### config.mk
export PLATFORM = sky130hd
export DESIGN_NAME = servant_wb_rr_arbiter
export DESIGN_NICKNAME = d
export VERILOG_FILES = /design/src/rtl/servant_arb_pkg.sv /design/src/rtl/servant_rr_pick.sv /design/src/rtl/servant_wb_rr_arbiter.sv
export SDC_FILE = /design/constraint.sdc
export NUM_CORES = 1
export LEC_CHECK = 0
export ABC_AREA = 1
export CAP_MARGIN = 20
export CORE_AREA = 2 2 108 110
export DETAILED_ROUTE_END_ITERATION = 12
export DIE_AREA = 0 0 110 112
export MAX_ROUTING_LAYER = met4
export PLACE_DENSITY = 0.68
export SYNTH_ARGS = -nofsm -noshare
export SYNTH_HDL_FRONTEND = slang
export SYNTH_HIERARCHICAL = 1
export SYNTH_SLANG_ARGS = --single-unit
### constraint.sdc
create_clock -name wb_clk -period 2.1 [get_ports wb_clk]
set_clock_uncertainty 0.2 [all_clocks]
set_input_delay 0.63 -clock wb_clk [delete_from_list [all_inputs] [get_ports wb_clk]]
set_output_delay 0.63 -clock wb_clk [all_outputs]
set_load 0.03 [all_outputs]
### src/rtl/servant_arb_pkg.sv
// Shared types, constants and the round-robin pick function for the servant Wishbone arbiter.
package servant_arb_pkg;

    typedef enum logic {
        IDLE = 1'b0,
        BUSY = 1'b1
    } arb_state_e;

    localparam logic [31:0] TIMEOUT_RDT = 32'hDEAD_BEEF;
    localparam int          MAX_M       = 4;

    // Rotate so ptr sits at bit 0, take the lowest set bit, rotate back. Only the low n bits take part.
    function automatic logic [MAX_M-1:0] rr_pick(input logic [MAX_M-1:0] req,
                                                 input logic [1:0]       ptr,
                                                 input int unsigned      n);
        logic [MAX_M-1:0] rot;
        logic [MAX_M-1:0] gnt;
        logic [1:0]       idx;
        logic             found;
        int unsigned      k;
        rot   = '0;
        gnt   = '0;
        idx   = '0;
        found = 1'b0;
        k     = 0;
        for (int unsigned i = 0; i < MAX_M; i++) begin
            if (i < n) begin
                idx    = 2'((i + ptr) % n);
                rot[i] = req[idx];
            end
        end
        for (int unsigned i = 0; i < MAX_M; i++) begin
            if (i < n && !found && rot[i]) begin
                found = 1'b1;
                k     = i;
            end
        end
        if (found) begin
            idx      = 2'((k + ptr) % n);
            gnt[idx] = 1'b1;
        end
        return gnt;
    endfunction

endpackage

### src/rtl/servant_rr_pick.sv
// Combinational round-robin picker: one-hot grant of the first requester at or above i_ptr, wrapping.
module servant_rr_pick
    import servant_arb_pkg::*;
#(
    parameter int NUM_M = 2,
    parameter int PW    = 1
) (
    input  logic [NUM_M-1:0] i_req,
    input  logic [PW-1:0]    i_ptr,
    output logic [NUM_M-1:0] o_gnt
);

    assign o_gnt = NUM_M'(rr_pick(MAX_M'(i_req), 2'(i_ptr), NUM_M));

endmodule

### src/rtl/servant_wb_rr_arbiter.sv
// Round-robin arbiter sharing one classic Wishbone slave port between NUM_M masters.
// Optional forced termination of stalled transfers: define SERVANT_ARB_TIMEOUT_EN.
module servant_wb_rr_arbiter
    import servant_arb_pkg::*;
#(
    parameter int NUM_M   = 2,
    parameter int AW      = 32,
    parameter int TIMEOUT = 255
) (
    input  logic                wb_clk,
    input  logic                wb_rst_n,
    input  logic [NUM_M-1:0]    i_m_cyc,
    input  logic [NUM_M-1:0]    i_m_we,
    input  logic [NUM_M*AW-1:0] i_m_adr,
    input  logic [NUM_M*32-1:0] i_m_dat,
    input  logic [NUM_M*4-1:0]  i_m_sel,
    output logic [31:0]         o_m_rdt,
    output logic [NUM_M-1:0]    o_m_ack,
    output logic                o_s_cyc,
    output logic                o_s_we,
    output logic [AW-1:0]       o_s_adr,
    output logic [31:0]         o_s_dat,
    output logic [3:0]          o_s_sel,
    input  logic [31:0]         i_s_rdt,
    input  logic                i_s_ack,
    output logic [NUM_M-1:0]    o_grant,
    output logic                o_timeout
);

    localparam int PW = (NUM_M > 2) ? 2 : 1;

    if (NUM_M < 2 || NUM_M > 4 || TIMEOUT < 1 || TIMEOUT > 255) begin : g_bad_param
        $error("servant_wb_rr_arbiter: NUM_M or TIMEOUT out of range");
    end

    arb_state_e       r_state;
    logic [NUM_M-1:0] r_grant;
    logic [PW-1:0]    r_ptr;
    logic [NUM_M-1:0] w_pick;
    logic [PW-1:0]    w_gidx;
    logic [PW-1:0]    w_next_ptr;
    logic             w_busy;
    logic             w_req_live;
    logic             w_ack;
    logic             w_tmo;

    servant_rr_pick #(.NUM_M(NUM_M), .PW(PW)) u_pick (
        .i_req (i_m_cyc),
        .i_ptr (r_ptr),
        .o_gnt (w_pick)
    );

    always_comb begin
        w_gidx = '0;
        for (int i = 0; i < NUM_M; i++) begin
            if (r_grant[i]) w_gidx = PW'(i);
        end
    end

    assign w_next_ptr = (w_gidx == PW'(NUM_M - 1)) ? '0 : w_gidx + 1'b1;
    assign w_busy     = (r_state == BUSY);
    // Granted master still holding cyc; dropping it aborts the transfer without an ack.
    assign w_req_live = w_busy & |(i_m_cyc & r_grant);
    assign w_ack      = w_req_live & i_s_ack;

`ifdef SERVANT_ARB_TIMEOUT_EN
    logic [7:0] r_cnt;
    logic       r_timeout;

    // r_cnt counts stalled BUSY cycles before this one, so the match lands on stalled cycle TIMEOUT.
    assign w_tmo     = w_req_live & ~i_s_ack & (r_cnt == 8'(TIMEOUT - 1));
    assign o_timeout = r_timeout;

    always_ff @(posedge wb_clk or negedge wb_rst_n) begin
        if (!wb_rst_n) begin
            r_cnt     <= '0;
            r_timeout <= 1'b0;
        end else begin
            if (!w_busy)       r_cnt <= '0;
            else if (!i_s_ack) r_cnt <= r_cnt + 8'd1;
            if (w_tmo)         r_timeout <= 1'b1;
        end
    end
`else
    assign w_tmo     = 1'b0;
    assign o_timeout = 1'b0;
`endif

    // NOTE: non-blocking assignments so every register samples pre-edge values of the others.
    always_ff @(posedge wb_clk or negedge wb_rst_n) begin
        if (!wb_rst_n) begin
            r_state <= IDLE;
            r_grant <= '0;
            r_ptr   <= '0;
        end else begin
            case (r_state)
                IDLE: begin
                    if (|i_m_cyc) begin
                        r_state <= BUSY;
                        r_grant <= w_pick;
                    end
                end
                BUSY: begin
                    if (w_ack || w_tmo || !w_req_live) begin
                        r_state <= IDLE;
                        r_grant <= '0;
                        r_ptr   <= w_next_ptr;
                    end
                end
                default: r_state <= IDLE;
            endcase
        end
    end

    // Grant is zero while idle, so the one-hot mux drives all slave fields to zero then.
    always_comb begin
        // NOTE: every output gets a default first so no path can infer a latch.
        o_s_we  = 1'b0;
        o_s_adr = '0;
        o_s_dat = '0;
        o_s_sel = '0;
        for (int i = 0; i < NUM_M; i++) begin
            if (r_grant[i]) begin
                o_s_we  = i_m_we[i];
                o_s_adr = i_m_adr[i*AW +: AW];
                o_s_dat = i_m_dat[i*32 +: 32];
                o_s_sel = i_m_sel[i*4 +: 4];
            end
        end
    end

    assign o_s_cyc = w_req_live & ~w_tmo;
    assign o_m_ack = (w_ack || w_tmo) ? r_grant : '0;
    assign o_m_rdt = w_tmo ? TIMEOUT_RDT : i_s_rdt;
    assign o_grant = r_grant;

endmodule

# Yosys cells after proc, flatten, opt, wreduce, memory -nomap -nowiden

Cells that the tools add are included.

Add/subtract/negate cells: 3
Multipliers: 0
Div/mod/pow operators: 0
Order comparisons: 4
Equality and inequality tests: 2
Shift-type cells: 0
Multiplexer cells: 27
Bitwise operators: 4
Reduce and logical (&&, ||, !) cells: 9

Operators by type and width:

| operator                                                                      | count |
|---|---|
| 32-bit two-way mux                                                            | 4 |
| 1-bit two-way mux                                                             | 14 |
| 1-bit by 3-bit less-than comparator with 1-bit output (second input constant) | 3 |
| 2-bit two-way mux                                                             | 4 |
| 4-bit two-way mux                                                             | 2 |
| 2-bit case mux with 2 select lines                                            | 1 |
| 2-bit AND reduction                                                           | 2 |
| 2-bit OR reduction                                                            | 2 |
| 1-bit bitwise AND                                                             | 2 |
| 2-bit bitwise AND                                                             | 1 |
| 1-bit logical AND                                                             | 2 |
| 1-bit zero test                                                               | 2 |
| 2-bit by 1-bit inequality test with 1-bit output (second input constant)      | 1 |
| 2-bit inequality test (second input constant)                                 | 1 |
| 1-bit case mux with 2 select lines                                            | 1 |
| 1-bit adder                                                                   | 1 |
| 1-bit adder (first input constant)                                            | 1 |
| 1-bit adder (second input constant)                                           | 1 |
| 1-bit demux with 1-bit select                                                 | 1 |
| 1-bit >= comparator (second input constant)                                   | 1 |
| 1-bit logical OR                                                              | 1 |
| 1-bit NOT                                                                     | 1 |

Register bits after elaboration: 4
Bits in latches: 0
Bits in writable memories: 0
Bits in read-only memories: 0
Input port bits: 175
Output and inout bits: 107
Word-level logic and storage cells: 52
Memories kept: 0

# Depth between registers and ports, before layout

Depth in word-level cells: 14
Mapped depth: 7

# By module

The synthesis kept the hierarchy.

By module, submodules not included:

| module                | instances | cells each | area an instance (um^2) | seq. area each (um^2) |
|---|---|---|---|---|
| servant_wb_rr_arbiter | 1         | 292        | 1,501.4                 | 100.1 |
| servant_rr_pick       | 1         | 5          | 20.0                    | 0.0 |

# Least setup slack after synthesis

No wires, ideal clock.

Path kind: reg2out
Start: reg r_grant[0] (netlist: o_grant[0])
End: out o_m_ack[0]
Arrival time: 1,656 ps
Data required time: 1,270 ps
Slack: -386 ps
Cell stages (with the launch flop): 6
Path buffers: 1
Cell sequence: dfrtp_1 -> buf_4 -> nand2_1 -> a21oi_2 -> nand2_1 -> nor2_1

Longest elaborated chain between the ends: 5

Ends and longest elaborated chain:

| element                | line                         | RTL |
|---|---|---|
| start, declared        | servant_wb_rr_arbiter.sv:37  | `logic [NUM_M-1:0] r_grant;` |
| start signal, assigned | servant_wb_rr_arbiter.sv:100 | `r_grant <= w_pick;` |
| 2-bit bitwise AND      | servant_wb_rr_arbiter.sv:63  | `assign w_req_live = w_busy & \|(i_m_cyc & r_grant);` |
| 2-bit OR reduction     | servant_wb_rr_arbiter.sv:63  |  |
| 1-bit bitwise AND      | servant_wb_rr_arbiter.sv:63  |  |
| via o_s_cyc            | servant_wb_rr_arbiter.sv:19  | `output logic o_s_cyc,` |
| 1-bit bitwise AND      | servant_wb_rr_arbiter.sv:64  | `assign w_ack = w_req_live & i_s_ack;` |
| 2-bit two-way mux      | servant_wb_rr_arbiter.sv:133 | `assign o_m_ack = (w_ack \|\| w_tmo) ? r_grant : '0;` |
| end, declared          | servant_wb_rr_arbiter.sv:18  | `output logic [NUM_M-1:0] o_m_ack,` |

The timed path passes the listed nets, and every way through them passes these cells.

# Worst setup path in the final report

Start: reg r_grant[1] (netlist: o_grant[1])
End: out o_s_adr[1]

Longest elaborated chain between the ends: 1

Ends and longest elaborated chain:

| element            | line                         | RTL |
|---|---|---|
| 32-bit two-way mux | servant_wb_rr_arbiter.sv:123 | `if (r_grant[i]) begin` |
| end, declared      | servant_wb_rr_arbiter.sv:21  | `output logic [AW-1:0] o_s_adr,` |

Every way passes these cells.

==> results.txt <==
- Synthesis warning total: 6
- The largest single stage delay on the critical path is approximately 0.47 ns.
- The signal on the critical path passes through inv_8 > buf_12 > nand3_1 > nand2_1 > buf_6.
- The number of antenna diodes in the final layout is 0.
- No sink is reached through more buffers than the 2 on the longest clock path.
- Global Route Usage Sum: 0.124
- For this design the top-level I/O count stands at 282.
- Mean number of vias per cell: roughly 4.3
* Placeable core area: roughly 11,000 um2
- A synthesized cell averages roughly 5.1 um2.
- Antenna violations before repair: 0
* Data arrival time of the worst path: about 1.4 ns
* Run status: finished with violations
* Number of distinct library cells after synthesis: 17
- In the final routing, the length of wire on met1 measures around 3400 um.
- Area of the mapped netlist: ~1500 um2
* Sequential power share: 0.036
- Final estimated routing congestion in global placement: between 0.7 and 0.8
- The largest individual stage delay along the critical path comes from the cell sky130_fd_sc_hd__dfrtp_2.
- Count of port buffers added during placement: 216
* Number of endpoints failing setup at the final stage: between 70 and 80
- Maximum number of pins on one net before global-route repair: 45
* Initial DRC Count: between 100 and 150
- Highest-count cells in the layout ignoring fill and taps: 139 x sky130_fd_sc_hd__dlygate4sd2_1, 137 x sky130_fd_sc_hd__nand2_1, 72 x sky130_fd_sc_hd__buf_6, 61 x sky130_fd_sc_hd__nand3_1, 11 x sky130_fd_sc_hd__nand3_2
- Of the total power, combinational logic draws 0.895.
* Commonest non-fill, non-tap cell in the layout: sky130_fd_sc_hd__dlygate4sd2_1
- Counting every net in the synthesized netlist gives between 400 and 500.
* Clock tree from TritonCTS: built
* Top cell type by total area after synthesis: sky130_fd_sc_hd__nand2_1
- After layout, the worst setup slack is -0.0754 ns.
- Max-cap violation count: 0
* Clock transition at the register clock pins on the worst setup and hold paths after CTS: 0.03 ns
- Flip-flop and latch count after synthesis: 4
- Final Max Slew Viols: 0
- Top cells by area in the synthesized netlist: sky130_fd_sc_hd__nand2_1 37%, sky130_fd_sc_hd__nand3_1 23%, sky130_fd_sc_hd__buf_4 18%
- Class of the tightest hold or removal check: flop to flop
- In this run the worst path has a maximum fanout of 17.
* Clock latency on the worst-skew pair: between 0.2 and 0.25 ns
- Clock group share of total power: 0.070
- Wire segments on met2 add up to between 4000 and 5000 um in the final route.
- Number of global-route vias before repair: 2,583
* P_int: approximately 2.0 mW
- Amount of wire on met3 after detailed routing: 995 um
* Placement row count: 39
- Dividing the detail-routed wire length by the instance count gives about 14 um.
- For this design the static power due to leakage is 2.15 nW.
- For the worst setup path, the data required time is 1.27 ns.
- Power density over the cells: 1070 nW/um2
- Timing would allow up to approximately 0.46 GHz.
- Final core utilization: 0.354
* Switch share: 0.527
* Clock sinks: 4
- Total iterations of the first detailed-routing run: 4
- The die is about 110 um tall.
- CTS built an H-tree with a depth of 1.
- Setup crit start kind: flop
* Remaining routing DRC violations: 0
- Part of the cycle the worst path needs: 1.04
- Remaining Overflow, GRT: 0
- DR top layer: met4
- Overall routed net length: 9020 um
- The total count of hold-check failures in the final report came to 0.
- Type of the worst setup path: flop to primary output
- RSZ-0062 raised after global routing: true
- The floorplan step defined a die boundary enclosing ~12,000 um2.
- The root buffer cell chosen for the clock tree is sky130_fd_sc_hd__clkbuf_16.
- Of the post-synthesis cell area, the dominant cell type holds 0.365.
- Initial cell density of the core: 0.136
- Violated checks: setup timing
* Net count of the finished layout: between 600 and 700
* First-pass GRT wire length: ~12,000 um
- The floorplan step set the die width to 110 um.
* Post-place setup slack: -0.553 ns
- Post-synthesis to final-layout area growth: 160%
- After layout, the minimum clock period comes to roughly 2.2 ns.
* Vias after detailed routing: 2,652
- IR analysis of the VDD net gives a maximum drop of 0.537 mV.
- The share of the Yosys chip area taken by registers is 0.0658.
- The analysis attributes to net switching a power of 2.24 mW.
- In this run, CTS created clock tree buffers numbering 3.
* Setup crit end kind: primary output
* Share of layout cells above drive strength 1: 0.272
- The count of nets left with antenna violations once routing finished came out at 0.
- Detailed placement ended at an HPWL of 5870 um.
* Gate count of the mapped netlist: 297
[logic make-up after synthesis]
kind of cell / share of synthesized area
buffers and inverters: 0.288
DFF: 0.0658
other: 0.00246
AOI/OAI and AO/OA: 0.0255
and+or+nand+nor: 0.618
[worst max-delay path: cells and delay by family, from the launching register on]
family / cells / cell delay [ns]
flip-flops: 1 / 0.47
AND/OR/NAND/NOR: 2 / 0.20
buffers and inverters: 3 / 0.44
[power by group through the flow]
stage / logic [mW] / registers (mW) / clock network (mW)
after floorplan: 1.97 / 0.137 / 0
after global placement: 3.00 / 0.161 / 0
after detailed placement: 3.04 / 0.163 / 0
after CTS: 3.50 / 0.142 / 0.298
after global routing: 4.03 / 0.156 / 0.307
final: 3.80 / 0.151 / 0.297
[timing repair]
item,CTS,global route
setup endpoints to repair,72,72
pin swaps,83,4
resized for setup,228,18
hold buffers,0,0
gates cloned,2,6
buffers inserted,5,0
[flip-flops by register name, summed over array words and instances (netlist names)]
register	count
o_grant	2
r_ptr	1
r_state	1
[cell usage after synthesis]
library cell,instances
sky130_fd_sc_hd__nand3_1,71
sky130_fd_sc_hd__o21ai_0,1
sky130_fd_sc_hd__nor2_1,2
sky130_fd_sc_hd__buf_6,7
sky130_fd_sc_hd__a21oi_1,1
sky130_fd_sc_hd__buf_2,14
sky130_fd_sc_hd__inv_1,4
sky130_fd_sc_hd__a21oi_2,1
sky130_fd_sc_hd__nand3_2,1
sky130_fd_sc_hd__conb_1,1
sky130_fd_sc_hd__nand2_2,2
sky130_fd_sc_hd__o21ai_1,1
sky130_fd_sc_hd__inv_2,1
sky130_fd_sc_hd__o211ai_1,2
sky130_fd_sc_hd__nand2_1,148
sky130_fd_sc_hd__dfrtp_1,4
sky130_fd_sc_hd__buf_4,36
[area by class of cell]
cell class / instances / area [um2]
Tap cell: 143 / 179
Timing Repair Buffer: 238 / 2470
Multi-Input combinational cell: 231 / 1110
Fill cell: 1242 / 7210
Sequential cell: 4 / 103
Clock buffer: 3 / 75.1
Inverter: 5 / 26.3
[stage by stage]
step	power [mW]	hold slack [ns]	area, um2	cells	setup TNS [ns]
3_5_place_dp	3.20	0.330	3470	608	-9.74
3_3_place_gp	3.16	0.299	3470	608	-9.22
4_1_cts	3.94	0.337	3760	618	-1.92
2_1_floorplan	2.11	0.134	1570	297	-0.0342
6_report	4.25	0.341	3960	624	-3.26
5_1_grt	4.49	0.372	3960	624	-7.10
[routing by layer]
layer  track usage  up-vias
met5             -        -
met3        0.0304       16
met4        0.0228        0
li1              -     1279
met1         0.135     1188
met2         0.225      169
[path summary, 6_finish.rpt]
kind                            start         end  slack (ns)  depth (start not counted)
min in group asynchronous    wb_rst_n       r_ptr        0.41                          1
max in group asynchronous    wb_rst_n  o_grant[0]        1.10                          1
max                        o_grant[1]  o_s_adr[1]       -0.08                          5
max reg2reg                o_grant[1]  o_grant[1]        0.76                          7
min reg2reg                     r_ptr       r_ptr        0.34                          2
min                             r_ptr       r_ptr        0.34                          2
No activity file was read; power rests on OpenSTA's default activity.
